--- src/rtl/neuron_pkg.sv ---
// neuron_pkg: shared types, constants and fixed-point helpers for the
// serial perceptron neuron.
//   neuron_state_t : FSM states {IDLE, MAC, ACT, DONE}
//   ACT_STEP/RELU  : activation mode selector values
//   fx_one         : fixed-point 1.0 (1 << q_n), returned 64 bits wide
//   sat_hi/sat_lo  : signed W-bit clamp limits, returned 128 bits wide
package neuron_pkg;

   typedef enum logic [1:0] {IDLE, MAC, ACT, DONE} neuron_state_t;

   localparam int ACT_STEP = 0;
   localparam int ACT_RELU = 1;

   function automatic logic [63:0] fx_one(input int q_n);
      return 64'd1 << q_n;
   endfunction

   function automatic logic signed [127:0] sat_hi(input int w);
      return (128'sd1 <<< (w - 1)) - 128'sd1;
   endfunction

   function automatic logic signed [127:0] sat_lo(input int w);
      return -(128'sd1 <<< (w - 1));
   endfunction

endpackage

--- src/rtl/neuron_mac_datapath.sv ---
// neuron_mac_datapath: operand select, shared signed multiplier with Q_N
// shift, wide accumulator and output saturator.
//   clk, rst      : clock, asynchronous active-high reset
//   clear, en     : accumulator clear (priority) and add-enable
//   idx           : term index; N_INPUTS selects the bias term
//   x_flat/w_flat : registered packed operands, element i at [i*W +: W]
//   wb            : registered bias weight
//   sat_sum       : accumulator clamped to W signed bits
module neuron_mac_datapath
   import neuron_pkg::*;
#(
   parameter int N_INPUTS = 4,
   parameter int W        = 32,
   parameter int Q_N      = 16,
   parameter logic [W-1:0] BIAS = W'(fx_one(Q_N)),
   parameter int IDX_W    = $clog2(N_INPUTS + 1)
) (
   input  logic                    clk,
   input  logic                    rst,
   input  logic                    clear,
   input  logic                    en,
   input  logic [IDX_W-1:0]        idx,
   input  logic [N_INPUTS*W-1:0]   x_flat,
   input  logic [N_INPUTS*W-1:0]   w_flat,
   input  logic [W-1:0]            wb,
   output logic [W-1:0]            sat_sum
);

   // Guard bits cover the worst-case sum of N_INPUTS+1 full-width terms.
   localparam int ACC_W = 2*W + $clog2(N_INPUTS + 1);

   localparam logic signed [127:0]     SAT_HI_WIDE = sat_hi(W);
   localparam logic signed [127:0]     SAT_LO_WIDE = sat_lo(W);
   localparam logic signed [ACC_W-1:0] SAT_HI      = SAT_HI_WIDE[ACC_W-1:0];
   localparam logic signed [ACC_W-1:0] SAT_LO      = SAT_LO_WIDE[ACC_W-1:0];

   logic [W-1:0]              op_a;
   logic [W-1:0]              op_b;
   logic signed [2*W-1:0]     prod;
   logic signed [2*W-1:0]     term;
   logic signed [ACC_W-1:0]   term_ext;
   logic signed [ACC_W-1:0]   acc;

   // NOTE: every signal written in always_comb gets a default first, so no
   // path through the block leaves it unassigned and no latch is inferred.
   always_comb begin
      op_a = BIAS;
      op_b = wb;
      for (int i = 0; i < N_INPUTS; i++) begin
         if (idx == IDX_W'(i)) begin
            op_a = x_flat[i*W +: W];
            op_b = w_flat[i*W +: W];
         end
      end
   end

   // Explicit sign extension keeps the multiply self-contained at 2W bits.
   assign prod     = $signed({{W{op_a[W-1]}}, op_a}) * $signed({{W{op_b[W-1]}}, op_b});
   // Arithmetic shift floors the product (toward minus infinity).
   assign term     = prod >>> Q_N;
   assign term_ext = {{(ACC_W-2*W){term[2*W-1]}}, term};

   // NOTE: sequential state uses non-blocking assignments so every register
   // samples pre-edge values regardless of statement order.
   always_ff @(posedge clk or posedge rst) begin
      if (rst) begin
         acc <= '0;
      end else if (clear) begin
         acc <= '0;
      end else if (en) begin
         acc <= acc + term_ext;
      end
   end

   always_comb begin
      sat_sum = acc[W-1:0];
      if (acc > SAT_HI) begin
         sat_sum = SAT_HI[W-1:0];
      end else if (acc < SAT_LO) begin
         sat_sum = SAT_LO[W-1:0];
      end
   end

endmodule

--- src/rtl/neuron_serial.sv ---
// neuron_serial: time-multiplexed perceptron. Captures N_INPUTS x/w pairs
// plus a bias weight, accumulates one product per cycle, saturates,
// activates (step or ReLU) and holds the result until consumed.
//   clk, rst            : clock, asynchronous active-high reset
//   in_valid/in_ready   : operand handshake (ready only in IDLE)
//   x_in, w_in          : packed operands, element i at [i*W +: W]
//   wb                  : bias weight, multiplied by BIAS
//   out_valid/out_ready : result handshake
//   out                 : activated result, signed Q(Q_M).(Q_N)
module neuron_serial
   import neuron_pkg::*;
#(
   parameter int N_INPUTS = 4,
   parameter int SIGN     = 1,
   parameter int Q_M      = 15,
   parameter int Q_N      = 16,
   parameter logic [SIGN+Q_M+Q_N-1:0] BIAS = (SIGN+Q_M+Q_N)'(fx_one(Q_N)),
   parameter int ACT_MODE = ACT_RELU
) (
   input  logic                                  clk,
   input  logic                                  rst,
   input  logic                                  in_valid,
   output logic                                  in_ready,
   input  logic [N_INPUTS*(SIGN+Q_M+Q_N)-1:0]    x_in,
   input  logic [N_INPUTS*(SIGN+Q_M+Q_N)-1:0]    w_in,
   input  logic [SIGN+Q_M+Q_N-1:0]               wb,
   output logic                                  out_valid,
   input  logic                                  out_ready,
   output logic [SIGN+Q_M+Q_N-1:0]               out
);

   localparam int W     = SIGN + Q_M + Q_N;
   localparam int IDX_W = $clog2(N_INPUTS + 1);
   localparam logic [IDX_W-1:0] IDX_LAST = IDX_W'(N_INPUTS);
   localparam logic [63:0]      ONE_WIDE = fx_one(Q_N);
   localparam logic [W-1:0]     ONE      = ONE_WIDE[W-1:0];

   neuron_state_t           state;
   logic [IDX_W-1:0]        idx;
   logic [N_INPUTS*W-1:0]   x_reg;
   logic [N_INPUTS*W-1:0]   w_reg;
   logic [W-1:0]            wb_reg;
   logic [W-1:0]            sat_sum;
   logic [W-1:0]            act_value;
   logic                    acc_clear;
   logic                    acc_en;

   // Clear lands on the accept edge so the first MAC edge starts from zero.
   assign acc_clear = (state == IDLE) && in_valid;
   assign acc_en    = (state == MAC);

   neuron_mac_datapath #(
      .N_INPUTS (N_INPUTS),
      .W        (W),
      .Q_N      (Q_N),
      .BIAS     (BIAS),
      .IDX_W    (IDX_W)
   ) u_datapath (
      .clk     (clk),
      .rst     (rst),
      .clear   (acc_clear),
      .en      (acc_en),
      .idx     (idx),
      .x_flat  (x_reg),
      .w_flat  (w_reg),
      .wb      (wb_reg),
      .sat_sum (sat_sum)
   );

   always_comb begin
      act_value = '0;
      if (!sat_sum[W-1]) begin
         act_value = (ACT_MODE == ACT_STEP) ? ONE : sat_sum;
      end
   end

   always_ff @(posedge clk or posedge rst) begin
      if (rst) begin
         state     <= IDLE;
         idx       <= '0;
         // NOTE: operand registers are plain flops, not a RAM, so resetting
         // them is cheap and keeps simulation free of X after reset.
         x_reg     <= '0;
         w_reg     <= '0;
         wb_reg    <= '0;
         out       <= '0;
         out_valid <= 1'b0;
         in_ready  <= 1'b1;
      end else begin
         case (state)
            IDLE: begin
               if (in_valid) begin
                  x_reg    <= x_in;
                  w_reg    <= w_in;
                  wb_reg   <= wb;
                  idx      <= '0;
                  in_ready <= 1'b0;
                  state    <= MAC;
               end
            end
            MAC: begin
               idx <= idx + IDX_W'(1);
               if (idx == IDX_LAST) begin
                  state <= ACT;
               end
            end
            ACT: begin
               out       <= act_value;
               out_valid <= 1'b1;
               state     <= DONE;
            end
            DONE: begin
               if (out_ready) begin
                  out_valid <= 1'b0;
                  in_ready  <= 1'b1;
                  state     <= IDLE;
               end
            end
            default: state <= IDLE;
         endcase
      end
   end

endmodule

--- config.mk ---
export PLATFORM = sky130hd
export DESIGN_NAME = neuron_serial
export DESIGN_NICKNAME = d
export VERILOG_FILES = /design/src/rtl/neuron_pkg.sv /design/src/rtl/neuron_mac_datapath.sv /design/src/rtl/neuron_serial.sv
export SDC_FILE = /design/constraint.sdc
export NUM_CORES = 2
export LEC_CHECK = 0
export CORE_UTILIZATION = 35
export DETAILED_ROUTE_END_ITERATION = 7
export RECOVER_POWER = 25
export SYNTH_ARGS = -nofsm -noshare
export SYNTH_HDL_FRONTEND = slang
export SYNTH_HIERARCHICAL = 1
export SYNTH_SLANG_ARGS = --single-unit
--- constraint.sdc ---
create_clock -name clk -period 14.39 [get_ports clk]
set_input_delay 3.5975 -clock clk [delete_from_list [all_inputs] [get_ports clk]]
set_output_delay 3.5975 -clock clk [all_outputs]
set_load 0.05 [all_outputs]
=== Yosys cells after proc, flatten, opt, wreduce, memory -nomap -nowiden ===
Index checks and enable logic that the tools add are counted.

* Output and inout bits: 34
* Register bits after elaboration: 394
* Input port bits: 292
* Logic and storage cells: 60

* Add/subtract/negate cells: 2
* Magnitude comparators: 2
* Equality and inequality tests: 10
* $mul: 1
* Muxes and demuxes: 24
* Reduce and logical (&&, ||, !) cells: 12

{| class="wikitable"
|+ Operators by type and width
! operator !! number
|-
| $mux W32 || 10
|-
| $mux W67 || 2
|-
| $add A67 B48 Y67 || 1
|-
| $gt A67 B32 Y1 const B || 1
|-
| $lt A67 B32 Y1 const B || 1
|-
| $mul A32 B32 Y64 || 1
|-
| $mux W31 || 1
|-
| $pmux W2 S4 || 1
|-
| $reduce_bool A2 Y1 || 4
|-
| $eq A3 B2 Y1 const B || 2
|-
| $mux W2 || 3
|-
| $pmux W3 S2 || 1
|-
| $reduce_and A2 Y1 || 3
|-
| $reduce_and A3 Y1 || 2
|-
| $eq A2 B2 Y1 const B || 2
|-
| $ne A2 B2 Y1 const B || 2
|-
| $pmux W1 S2 || 2
|-
| $add A3 B1 Y3 const B || 1
|-
| $eq A3 B1 Y1 const B || 1
|-
| $eq A3 B3 Y1 const B || 1
|-
| $logic_not A3 Y1 || 1
|-
| $mux W1 || 3
|-
| $mux W3 || 1
|-
| $eq A2 B1 Y1 const B || 1
|-
| other kinds (3) || 3
|}

=== Depth between registers and ports, before layout ===
* Depth in word-level cells: 9
* Depth in mapped cells: 50
* Gate-level depth less buffers: 44

=== Modules after synthesis ===
Netlist, hierarchy kept.

{| class="wikitable"
|+ Modules (own cells, without submodules)
! module !! times used !! cells an instance !! area each (µm²)
|-
| neuron_mac_datapath || 1 || 5021 || 44098.5
|-
| neuron_serial || 1 || 786 || 13496.7
|}

=== Worst setup path after synthesis ===
Ideal clock, no wire load.

* Kind: register to register
* Start point: register idx[0]
* End point: register u_datapath.acc[66]
* Period minus slack after synthesis: 11831 ps
* Slack: 2559 ps
* Arrival time: 11704 ps
* Library setup time: 128 ps
* Data required time: 14262 ps
* Stages on the path, launching flop included: 46
* Cells stage by stage: dfrtp_1 -> buf_6 -> buf_2 -> buf_2 -> buf_2 -> a211oi_1 -> a211oi_1 -> clkbuf_1 -> nand2_1 -> inv_1 -> fa_1 -> inv_1 -> fa_1 -> inv_1 -> fa_1 -> fa_1 -> inv_1 -> fa_1 -> (+10 left out) -> a21boi_0 -> a31oi_2 -> o2bb2ai_2 -> a31oi_4 -> xnor2_2 -> ha_1 -> clkbuf_1 -> a21o_1 -> a21o_1 -> a21oi_1 -> o21ai_0 -> nand3_1 -> o21ai_0 -> a211oi_1 -> or2_2 -> o211ai_1 -> mux2i_1 -> mux2_1

* Word-level cells in the longest chain between the ends: 9
* Elaborated cells on any way between the ends: 16
* Classes of those cells: 1 x add/sub; 1 x mul; 3 x eq/ne; 10 x mux; 1 x reduce/logical

{| class="wikitable"
|+ Ends and longest elaborated chain
! what !! RTL line !! RTL
|-
| from (decl) || neuron_serial.sv:39 || <nowiki>logic [IDX_W-1:0] idx;</nowiki>
|-
| from (signal assigned) || neuron_serial.sv:102 || <nowiki>idx <= idx + IDX_W'(1);</nowiki>
|-
| $logic_not A3 Y1 || neuron_mac_datapath.sv:50 || <nowiki>if (idx == IDX_W'(i)) begin</nowiki>
|-
| $mux W32 (4 in a row) || neuron_mac_datapath.sv:50 ||
|-
| $mul A32 B32 Y64 * || neuron_mac_datapath.sv:58 || <nowiki>assign prod = $signed({{W{op_a[W-1]}}, op_a}) * $signed({{W{op_b[W-1]}}, op_b});</nowiki>
|-
| $add A67 B48 Y67 * || neuron_mac_datapath.sv:71 || <nowiki>acc <= acc + term_ext;</nowiki>
|-
| $mux W67 * || neuron_mac_datapath.sv:70 || <nowiki>end else if (en) begin</nowiki>
|-
| $mux W67 * || neuron_mac_datapath.sv:68 || <nowiki>end else if (clear) begin</nowiki>
|-
| to (signal assigned) || neuron_mac_datapath.sv:71 ||
|-
| to (decl) || neuron_mac_datapath.sv:42 || <nowiki>logic signed [ACC_W-1:0] acc;</nowiki>
|}

Mark *: on every way between the ends. The rest lies on a longest branch, timed or not. The select of a mux whose other input is x is not followed.
A chain may end at the register's enable or synchronous reset.

=== Worst setup path in the final report ===
* Start point: register idx[1]
* End point: register u_datapath.acc[57]

Same word-level chain as after synthesis.

==> impl_results.md <==
* Status: finished, violations left
* Violated checks: max-capacitance violations, max-slew violations
* Die Y at 408 um
* Max Slew Vio Count at 201
* Residual DRC at 0
* Initial antenna violation count at 26
* Critical path's slowest cell: nand2_1
* Die Area at 166000 um^2
* CP Capture Type: flip-flop
* TritonCTS clock tree: built
* Final setup skew at 0.0332 ns
* R2R setup slack at 1.27 ns
* Port bufs at 324
* Share of cells above drive strength 1 at 9.97%
* Fin crit period at 13.12 ns
* Gr ovfl total at 0
* Skew-Pair Late Insertion Delay at 0.63 ns
* Row cnt at 148
* DIE WIDTH at 408 um
* Avg Cell Area, Syn at 9.92 um^2
* Register clock-pin slew on the reported worst setup and hold paths at 0.06 ns
* Vias per std cell at 5.21
* Largest net degree at the start of global routing at 137
* CP Max Fanout at 64
* Ys Warns at 6
* Yosys top cell area share at 37.6%
* Cts hold-fix bufs at 0
* Max stage delay on crit path at 0.96 ns
* Post-synth EDFFs at 0
* Clk sinks at 393
* Final WL at 187000 um
* Yosys reg bits at 393
* Total GRT Usage at 22.6%
* Layout area overhead at 12.9%
* Yosys top cell by area: fa_1
* Critical Path AT at 13.66 ns
* Max cap viols at 3
* Synthesized area at 57600 um^2
* Final Net Count at 7613
* Post-DP HPWL at 149000 um
* Most frequent CP cell: fa_1
* CTS Buf Count at 47
* Core area at 163000 um^2
* Top-count cell post-synth: fa_1
* Resized cells post-CTS at 0
* Max-Slew Margin vs Limit at -177%
* Crit Path Class: reg -> reg
* First-pass GRT wire length at 283000 um
* Root buffer cell: clkbuf_16
* Postcts setup bufs at 0
* H-tree Lvls at 2
* Final Hold Viols at 0
* Synth cell count leaders: fa_1 (1082), inv_1 (984), nand2_1 (702)
* Routed vias at 42800
* Synth Net Count at 7437
* Slew @ Worst Pin at 4.13 ns
* Synth area leaders: fa_1 (38%), dfrtp_1 (17%), inv_1 (6.4%)
* Tcrit/Tclk final at 91.2%
* Routability-driven placement congestion ratio at 0.979
* Dominant synthesized flop cell: dfrtp_1
* Sequential fraction of the synthesis area at 17.1%
* Setup violators final at 0
* CP required at 14.92 ns
* Max Root-Sink Buffers at 3
* WL per Instance at 22.8 um
* Setup tns final at 0 ns
* Startpoint types: flip-flop
* First-pass detailed-route iteration total at 6
* Vias in the first global route at 45600
* RSZ-0062 raised after global routing: false
* Initial Utilization at 35.3%
* I/O pins at 326
* Asr flop ratio synth at 100%
* DRT iter0 DRCs at 3279
* Mapped Cells at 5807
* Unique masters post-synth at 92
* DRT antenna net count at 0
* Fmax at 0.0762 GHz
* Tightest Hold Check Type: reg -> reg
==> cells in the final DEF, fill, tap and decap left out, types with 76 or more instances in the layout <==
cell	instances
mux2_2	94
buf_4	113
inv_1	981
clkdlybuf4s50_1	321
mux2_4	191
nand2_1	700
mux2i_1	95
dfrtp_1	389
xnor2_1	76
o21ai_0	97
ha_1	254
a21oi_1	197
a21o_1	80
fa_1	1082
nor2_1	637
==> kinds of logic (layout without fill, tap and decap cells) <==
family	count (synthesis)	count (layout)	share of synthesized area, %
XOR/XNOR	116	116	1.78
AND/OR/NAND/NOR	1638	1638	12.1
buffers and inverters	1299	1512	9.26
adder cells (fa/ha/maj)	1338	1338	43.2
flip-flops	393	393	17.1
AO/OA/AOI/OAI	606	606	6.95
multiplexers	416	416	9.68
other	1	23	0.00651
==> path summary, 6_finish.rpt <==
kind | startpoint | endpoint | cells past startpoint
min in group asynchronous | rst | out[30] | 2
max | idx[1] | u_datapath/acc[57] | 40
min | x_reg[2] | x_reg[2] | 1
min reg2reg | x_reg[2] | x_reg[2] | 1
max in group asynchronous | rst | w_reg[87] | 4
max reg2reg | idx[1] | u_datapath/acc[57] | 40
==> cell type report <==
cell class | instances | area (um^2)
Clock inverter | 28 | 455
Sequential cell | 393 | 9840
Tap cell | 2175 | 2720
Timing Repair Buffer | 441 | 4160
Multi-Input combinational cell | 4115 | 42700
Inverter | 985 | 3700
Clock buffer | 58 | 1330
Fill cell | 15800 | 98100
Antenna cell | 22 | 55.1
==> per-layer routing <==
layer | vias to the layer above | track usage (%) | wire length [um]
met5 | - | 0 | 35
met2 | 1604 | 38.4 | 93800
met4 | 6 | 10.7 | 9470
li1 | 18400 | - | -
met1 | 22300 | 27.0 | 69800
met3 | 436 | 4.94 | 14400
==> metrics by stage <==
step / setup WS, ns / cell area, um^2 / hold WS, ns / utilization [%] / instances
floorplan: 1.77 / 57600 / 0.473 / - / 5807
global placement: 1.55 / 63200 / 0.484 / 38.8 / 8109
detailed placement: 1.40 / 63200 / 0.484 / 38.8 / 8109
CTS: 1.40 / 65000 / 0.506 / 39.8 / 8195
global route: 0.692 / 65000 / 0.515 / 39.8 / 8215
finish: 1.27 / 65000 / 0.504 / 39.8 / 8217
==> worst max-delay path, delay by kind of cell, from the launching register on <==
family	cells	cell delay (ns)
XOR/XNOR	1	0.15
flip-flops	1	0.87
AO/OA/AOI/OAI	16	3.50
AND/OR/NAND/NOR	9	2.69
buffers and inverters	4	0.76
adder cells (fa/ha/maj)	10	4.90
Power is left out: the tool's default activity adds up to more than one toggle a clock period on the data nets, which glitch-free logic cannot reach.
